## src/rtl/sp_matmul_sequencer.sv

```systemverilog
`default_nettype none
// +--------------------------------------------------------------------------+
// | sp_matmul_sequencer: issues row-major (row,col) reads for an NxN product, |
// | tags them through the scalar_product latency and captures each result.    |
// | Revision: 1.0                                                              |
// +--------------------------------------------------------------------------+
module sp_matmul_sequencer #(
  parameter int NBITS = 4,
  parameter int NDATA = 4,
  parameter int LAT   = 3,
  localparam int IW   = (NDATA > 1) ? $clog2(NDATA) : 1
) (
  input  logic               clk,
  input  logic               reset,
  input  logic               i_start,
  input  logic               i_hold,
  output logic               o_rd_en,
  output logic [IW-1:0]      o_rd_row,
  output logic [IW-1:0]      o_rd_col,
  input  logic [2*NBITS-1:0] i_sp_out,
  output logic               o_res_valid,
  output logic [2*NBITS-1:0] o_res_data,
  output logic [IW-1:0]      o_res_row,
  output logic [IW-1:0]      o_res_col,
  output logic               o_busy,
  output logic               o_done
);

  localparam logic [IW-1:0] c_LAST = IW'(NDATA - 1);

  typedef enum logic [1:0] {
    S_IDLE  = 2'd0,
    S_ISSUE = 2'd1,
    S_DRAIN = 2'd2,
    S_DONE  = 2'd3
  } state_t;

  state_t             r_state;
  state_t             w_state_nxt;
  logic               w_issue;
  logic [IW-1:0]      r_row;
  logic [IW-1:0]      r_col;
  logic [LAT:0]       r_tag_v;
  logic [IW-1:0]      r_tag_row [0:LAT];
  logic [IW-1:0]      r_tag_col [0:LAT];
  logic               r_res_valid;
  logic [2*NBITS-1:0] r_res_data;
  logic [IW-1:0]      r_res_row;
  logic [IW-1:0]      r_res_col;

  always_ff @(posedge clk) begin
    if (reset) r_state <= S_IDLE;
    else       r_state <= w_state_nxt;
  end

  always_comb begin
    w_state_nxt = r_state;
    w_issue     = 1'b0;
    case (r_state)
      S_IDLE:  if (i_start) w_state_nxt = S_ISSUE;
      S_ISSUE: begin
        w_issue = !i_hold;
        if (w_issue && (r_row == c_LAST) && (r_col == c_LAST)) w_state_nxt = S_DRAIN;
      end
      // Once the last tag has left the pipeline, the capture register holds the final element.
      S_DRAIN: if (!(|r_tag_v) && r_res_valid) w_state_nxt = S_DONE;
      S_DONE:  w_state_nxt = S_IDLE;
      default: w_state_nxt = S_IDLE;
    endcase
  end

  always_ff @(posedge clk) begin
    if (reset || ((r_state == S_IDLE) && i_start)) begin
      r_row <= '0;
      r_col <= '0;
    end else if (w_issue) begin
      if (r_col == c_LAST) begin
        r_col <= '0;
        r_row <= r_row + 1'b1;
      end else begin
        r_col <= r_col + 1'b1;
      end
    end
  end

  // Shifts every cycle; held-off cycles travel down as bubbles.
  always_ff @(posedge clk) begin
    if (reset) begin
      for (int i = 0; i <= LAT; i++) begin
        r_tag_v[i]   <= 1'b0;
        r_tag_row[i] <= '0;
        r_tag_col[i] <= '0;
      end
    end else begin
      for (int i = LAT; i > 0; i--) begin
        r_tag_v[i]   <= r_tag_v[i-1];
        r_tag_row[i] <= r_tag_row[i-1];
        r_tag_col[i] <= r_tag_col[i-1];
      end
      r_tag_v[0]   <= w_issue;
      r_tag_row[0] <= r_row;
      r_tag_col[0] <= r_col;
    end
  end

  always_ff @(posedge clk) begin
    if (reset) begin
      r_res_valid <= 1'b0;
      r_res_data  <= '0;
      r_res_row   <= '0;
      r_res_col   <= '0;
    end else begin
      r_res_valid <= r_tag_v[LAT];
      if (r_tag_v[LAT]) begin
        r_res_data <= i_sp_out;
        r_res_row  <= r_tag_row[LAT];
        r_res_col  <= r_tag_col[LAT];
      end
    end
  end

  assign o_rd_en     = w_issue;
  assign o_rd_row    = r_row;
  assign o_rd_col    = r_col;
  assign o_res_valid = r_res_valid;
  assign o_res_data  = r_res_data;
  assign o_res_row   = r_res_row;
  assign o_res_col   = r_res_col;
  assign o_busy      = (r_state == S_ISSUE) || (r_state == S_DRAIN);
  assign o_done      = (r_state == S_DONE);

endmodule
`default_nettype wire

```

## config.mk

```make
export PLATFORM = sky130hd
export DESIGN_NAME = sp_matmul_sequencer
export DESIGN_NICKNAME = d
export VERILOG_FILES = /design/src/rtl/sp_matmul_sequencer.sv
export SDC_FILE = /design/constraint.sdc
export NUM_CORES = 1
export LEC_CHECK = 0
export ABC_AREA = 1
export CORE_MARGIN = 10
export CORE_UTILIZATION = 34
export CTS_CLUSTER_SIZE = 28
export DETAILED_ROUTE_END_ITERATION = 8
export DONT_BUFFER_PORTS = 1
export PLACE_DENSITY_LB_ADDON = 0.15
export SYNTH_ARGS = -nofsm -noshare
export SYNTH_HDL_FRONTEND = slang
export SYNTH_SLANG_ARGS = --single-unit
```

## constraint.sdc

```tcl
create_clock -name clk -period 1.1 [get_ports clk]
set_input_delay 0.275 -clock clk [delete_from_list [all_inputs] [get_ports clk]]
set_output_delay 0.275 -clock clk [all_outputs]
set_load 0.02 [all_outputs]
```

==> run_summary.xml <==
<?xml version="1.0" encoding="UTF-8"?>
<metrics>
  <group name="global_routing">
    <metric name="largest_net_degree_at_the_start_of_global_routing" unit="">23</metric>
    <metric name="grt_first_pass_wirelength" unit="um">4790</metric>
    <metric name="first_global_vias" unit="">1032</metric>
    <metric name="track_usage" unit="">0.0830</metric>
    <metric name="globalRoute.totalOverflow" unit="">0</metric>
    <metric name="antenna_found_initial" unit="">0</metric>
  </group>
  <group name="synth">
    <metric name="syn_avg_cell_area" unit="um2">8.44</metric>
    <metric name="post_synth_inst_count" unit="">165</metric>
    <metric name="yosysSeqAreaShare" unit="">0.561</metric>
    <metric name="synth_ff_type" unit="">sky130_fd_sc_hd__dfxtp_1</metric>
    <metric name="ys_async_sr_fraction" unit="">0</metric>
    <metric name="synth.net_count" unit="">184</metric>
    <metric name="ys_seq_elements" unit="">39</metric>
    <metric name="synthesis.yosys.warnings" unit="">0</metric>
    <metric name="netlist_area" unit="mm2">0.00139</metric>
    <metric name="synth.lib_cells_used.distinct" unit="">19</metric>
    <metric name="synth_edf_count" unit="">0</metric>
  </group>
  <group name="floorplan">
    <metric name="top_level_ports" unit="">32</metric>
    <metric name="core.rowCount" unit="">23</metric>
    <metric name="core_area" unit="mm2">0.00397</metric>
    <metric name="die_area" unit="mm2">0.00706</metric>
    <metric name="die-height" unit="um">84</metric>
    <metric name="die_w" unit="um">84</metric>
    <metric name="initial_utilization" unit="">0.351</metric>
  </group>
  <group name="worst_setup_path">
    <metric name="worst_setup_path_start_kind" unit="">flop</metric>
    <metric name="cp.arrival" unit="ns">1.01</metric>
    <metric name="worst_ep_required_time" unit="ns">0.82</metric>
    <metric name="reg2reg_setup_slack" unit="ns">-0.15</metric>
    <metric name="end_kind" unit="">primary output</metric>
    <metric name="setup.worst_path.class" unit="">reg2out</metric>
    <metric name="critical_path.reg2reg.startpoint" unit="">r_state[1]$_SDFFE_PP0P_</metric>
    <metric name="reg2regPathDepth" unit="">8</metric>
    <metric name="critical_path_peak_fanout" unit="">3</metric>
    <metric name="r2r_end" unit="">r_state[1]$_SDFFE_PP0P_</metric>
  </group>
  <group name="worst_hold_path">
    <metric name="min_delay_startpoint" unit="">reset</metric>
    <metric name="hold_path.class" unit="">in2reg</metric>
    <metric name="whs_endpoint" unit="">r_tag_col[0][0]$_SDFF_PP0_</metric>
    <metric name="min_delay_path_depth" unit="">1</metric>
  </group>
  <group name="sta">
    <metric name="final_max_tran_viols" unit="">0</metric>
    <metric name="skew" unit="ns">0.00205</metric>
    <metric name="final-hold-violation-count" unit="">0</metric>
    <metric name="rsz0062_at_grt" unit="">yes</metric>
    <metric name="tightestPinTransition" unit="ns">0.403</metric>
    <metric name="layout_min_cycle_time" unit="ns">1.28</metric>
    <metric name="max_freq" unit="MHz">779</metric>
    <metric name="max_slew_margin" unit="">0.731</metric>
    <metric name="fin_crit_sh" unit="">1.17</metric>
    <metric name="worst_slack" unit="ns">-0.183</metric>
    <metric name="setup_viol" unit="">5</metric>
  </group>
  <group name="clocking">
    <metric name="cts.path.max_buffers" unit="">2</metric>
    <metric name="clock_sink_count" unit="">39</metric>
    <metric name="cts_root_buffer_type" unit="">sky130_fd_sc_hd__clkbuf_8</metric>
    <metric name="worst_skew_pair.late_latency" unit="ns">0.28</metric>
    <metric name="cts-buffers-inserted" unit="">5</metric>
    <metric name="cts.reportedPaths.clkPinSlew" unit="ns">0.07</metric>
    <metric name="count_of_hold_buffers_inserted_by_post_cts_repair" unit="">0</metric>
    <metric name="htree_depth" unit="">2</metric>
    <metric name="cts_tree" unit="">yes</metric>
  </group>
  <group name="outcome">
    <metric name="outcome" unit="">finished, violations left</metric>
    <metric name="violations_in_the_final_reports" unit="">setup timing</metric>
  </group>
  <group name="power_and_ir_drop">
    <metric name="power.density" unit="mW/mm2">2100</metric>
    <metric name="total_leakage_power" unit="nW">0.747</metric>
    <metric name="vdd_drop_max" unit="mV">1.11</metric>
  </group>
  <group name="layout">
    <metric name="top_library_cells_by_usage_in_the_layout_fill_and_taps_aside" unit="">52 x sky130_fd_sc_hd__nor2_1, 33 x sky130_fd_sc_hd__dfxtp_1, 22 x sky130_fd_sc_hd__inv_1</metric>
    <metric name="post-route-cell-area" unit="mm2">0.00176</metric>
    <metric name="antenna_cells" unit="">0</metric>
    <metric name="layout_commonest_cell" unit="">sky130_fd_sc_hd__nor2_1</metric>
    <metric name="layout.filler_cells" unit="">410</metric>
    <metric name="area.growth.synth_to_final" unit="%">26.6</metric>
    <metric name="final_layout_size_suffix_gt1_frac" unit="">0.284</metric>
    <metric name="nNetsFinal" unit="">202</metric>
    <metric name="fin_cells" unit="">233</metric>
  </group>
  <group name="route">
    <metric name="drt-total-wl" unit="um">2810</metric>
    <metric name="route.antenna.remaining_nets" unit="">0</metric>
    <metric name="drc" unit="">0</metric>
    <metric name="first_pass_iters" unit="">4</metric>
    <metric name="route.detailed.wl_per_inst" unit="um">12.0</metric>
    <metric name="viasPerCell" unit="">4.36</metric>
    <metric name="route.vias.total" unit="">1016</metric>
    <metric name="drtIter0Drc" unit="">54</metric>
  </group>
  <group name="placed_design">
    <metric name="place_worst_setup_slack" unit="ns">-0.0897</metric>
    <metric name="dpl_cell_area" unit="mm2">0.00155</metric>
    <metric name="place_hpwl" unit="um">2040</metric>
    <metric name="dp_cell_count" unit="">220</metric>
    <metric name="port_buffer_count" unit="">0</metric>
    <metric name="gpl.final_weighted_congestion" unit="">0.690</metric>
  </group>
  <group name="flow_run">
    <metric name="cap_violations" unit="">0</metric>
  </group>
</metrics>
[registers in the layout, summed over array words and instances, names as in the netlist]
signal and flops:
o_rd_col 2, o_rd_row 2, r_tag_col 8, o_res_row 2, o_res_data 8, r_tag_v 4
r_state 2, o_res_col 2, r_tag_row 8, o_res_valid 1
[Yosys cell counts (2+ instances only)]
| library cell | count | share of area |
|---|---|---|
| sky130_fd_sc_hd__a211oi_1 | 2 | 0.011 |
| sky130_fd_sc_hd__a21oi_1 | 2 | 0.0072 |
| sky130_fd_sc_hd__dfxtp_1 | 39 | 0.56 |
| sky130_fd_sc_hd__nand3_1 | 2 | 0.0072 |
| sky130_fd_sc_hd__inv_2 | 2 | 0.0054 |
| sky130_fd_sc_hd__buf_2 | 5 | 0.018 |
| sky130_fd_sc_hd__o21ai_0 | 12 | 0.043 |
| sky130_fd_sc_hd__nand2_1 | 7 | 0.019 |
| sky130_fd_sc_hd__ha_1 | 7 | 0.063 |
| sky130_fd_sc_hd__nor2_1 | 54 | 0.15 |
| sky130_fd_sc_hd__inv_1 | 24 | 0.065 |
| sky130_fd_sc_hd__a21oi_2 | 2 | 0.013 |
[kinds of logic (layout without fill, tap and decap cells)]
group / Yosys count / after routing / synth area share
AOI/OAI and AO/OA: 20 / 20 / 0.0881
and+or+nand+nor: 67 / 67 / 0.197
DFF: 39 / 39 / 0.561
adders and majority gates: 7 / 7 / 0.0629
buffers and inverters: 32 / 50 / 0.0916
[worst max path at each step]
stage / cells past startpoint / endpoint / startpoint
final: 2 / o_busy / r_state[0]$_SDFFE_PP0P_
after global routing: 4 / o_rd_en / r_state[1]$_SDFFE_PP0P_
after CTS: 4 / o_rd_en / r_state[1]$_SDFFE_PP0P_
after detailed placement: 6 / o_rd_row[0]$_SDFFE_PP0P_ / r_state[0]$_SDFFE_PP0P_
after global placement: 8 / r_state[1]$_SDFFE_PP0P_ / r_state[0]$_SDFFE_PP0P_
after floorplan: 8 / r_state[1]$_SDFFE_PP0P_ / r_state[0]$_SDFFE_PP0P_
[metrics by stage]
stage	utilization	total power (W)	setup TNS (ns)	hold WS, ns
after floorplan	-	0.00224	-0.0176	0.347
after global placement	0.389	0.00242	-0.0933	0.350
after detailed placement	0.389	0.00245	-0.341	0.352
after CTS	0.436	0.00365	-0.754	0.0438
after global routing	0.444	0.00394	-1.19	0.0348
final	0.444	0.00371	-0.764	0.0584
[cell type report]
cell class              instances  area, um2  area share
flip-flops and latches         39        793       0.450
multi-input cells              94        577       0.327
repair buffers                 16        131      0.0745
inverters                      27        111      0.0632
clock buffers                   6       82.6      0.0468
well taps                      50       62.6      0.0355
clock inverters                 1       5.00     0.00284
[critical path, cell delays in order (launching register included)]
cell	delay (ns)
sky130_fd_sc_hd__dfxtp_4	0.39
sky130_fd_sc_hd__inv_4	0.04
sky130_fd_sc_hd__ha_4	0.30
[metal layers]
layer,share of wire,vias up,track usage
li1,-,535,-
met1,0.42,450,0.0833
met2,0.47,29,0.134
met3,0.11,2,0.0518
met4,0.0053,0,0.0350
met5,0,-,0
[what timing repair did]
action / in CTS / in global routing
resized for setup: 14 / 7
pin swaps: 6 / 5
buffers inserted: 5 / 1
endpoints found under the hold margin: 0 / 0
endpoints found under the setup margin: 9 / 10
[power breakdown]
group	leakage (nW)	switching, W	internal, W	total [W]
Sequential	0.318	0.0000857	0.00151	0.00159
Combinational	0.382	0.000600	0.000572	0.00117
Clock	0.0470	0.000452	0.000491	0.000943
Total	0.747	0.00114	0.00257	0.00371
(Power assumes the default switching activity.)
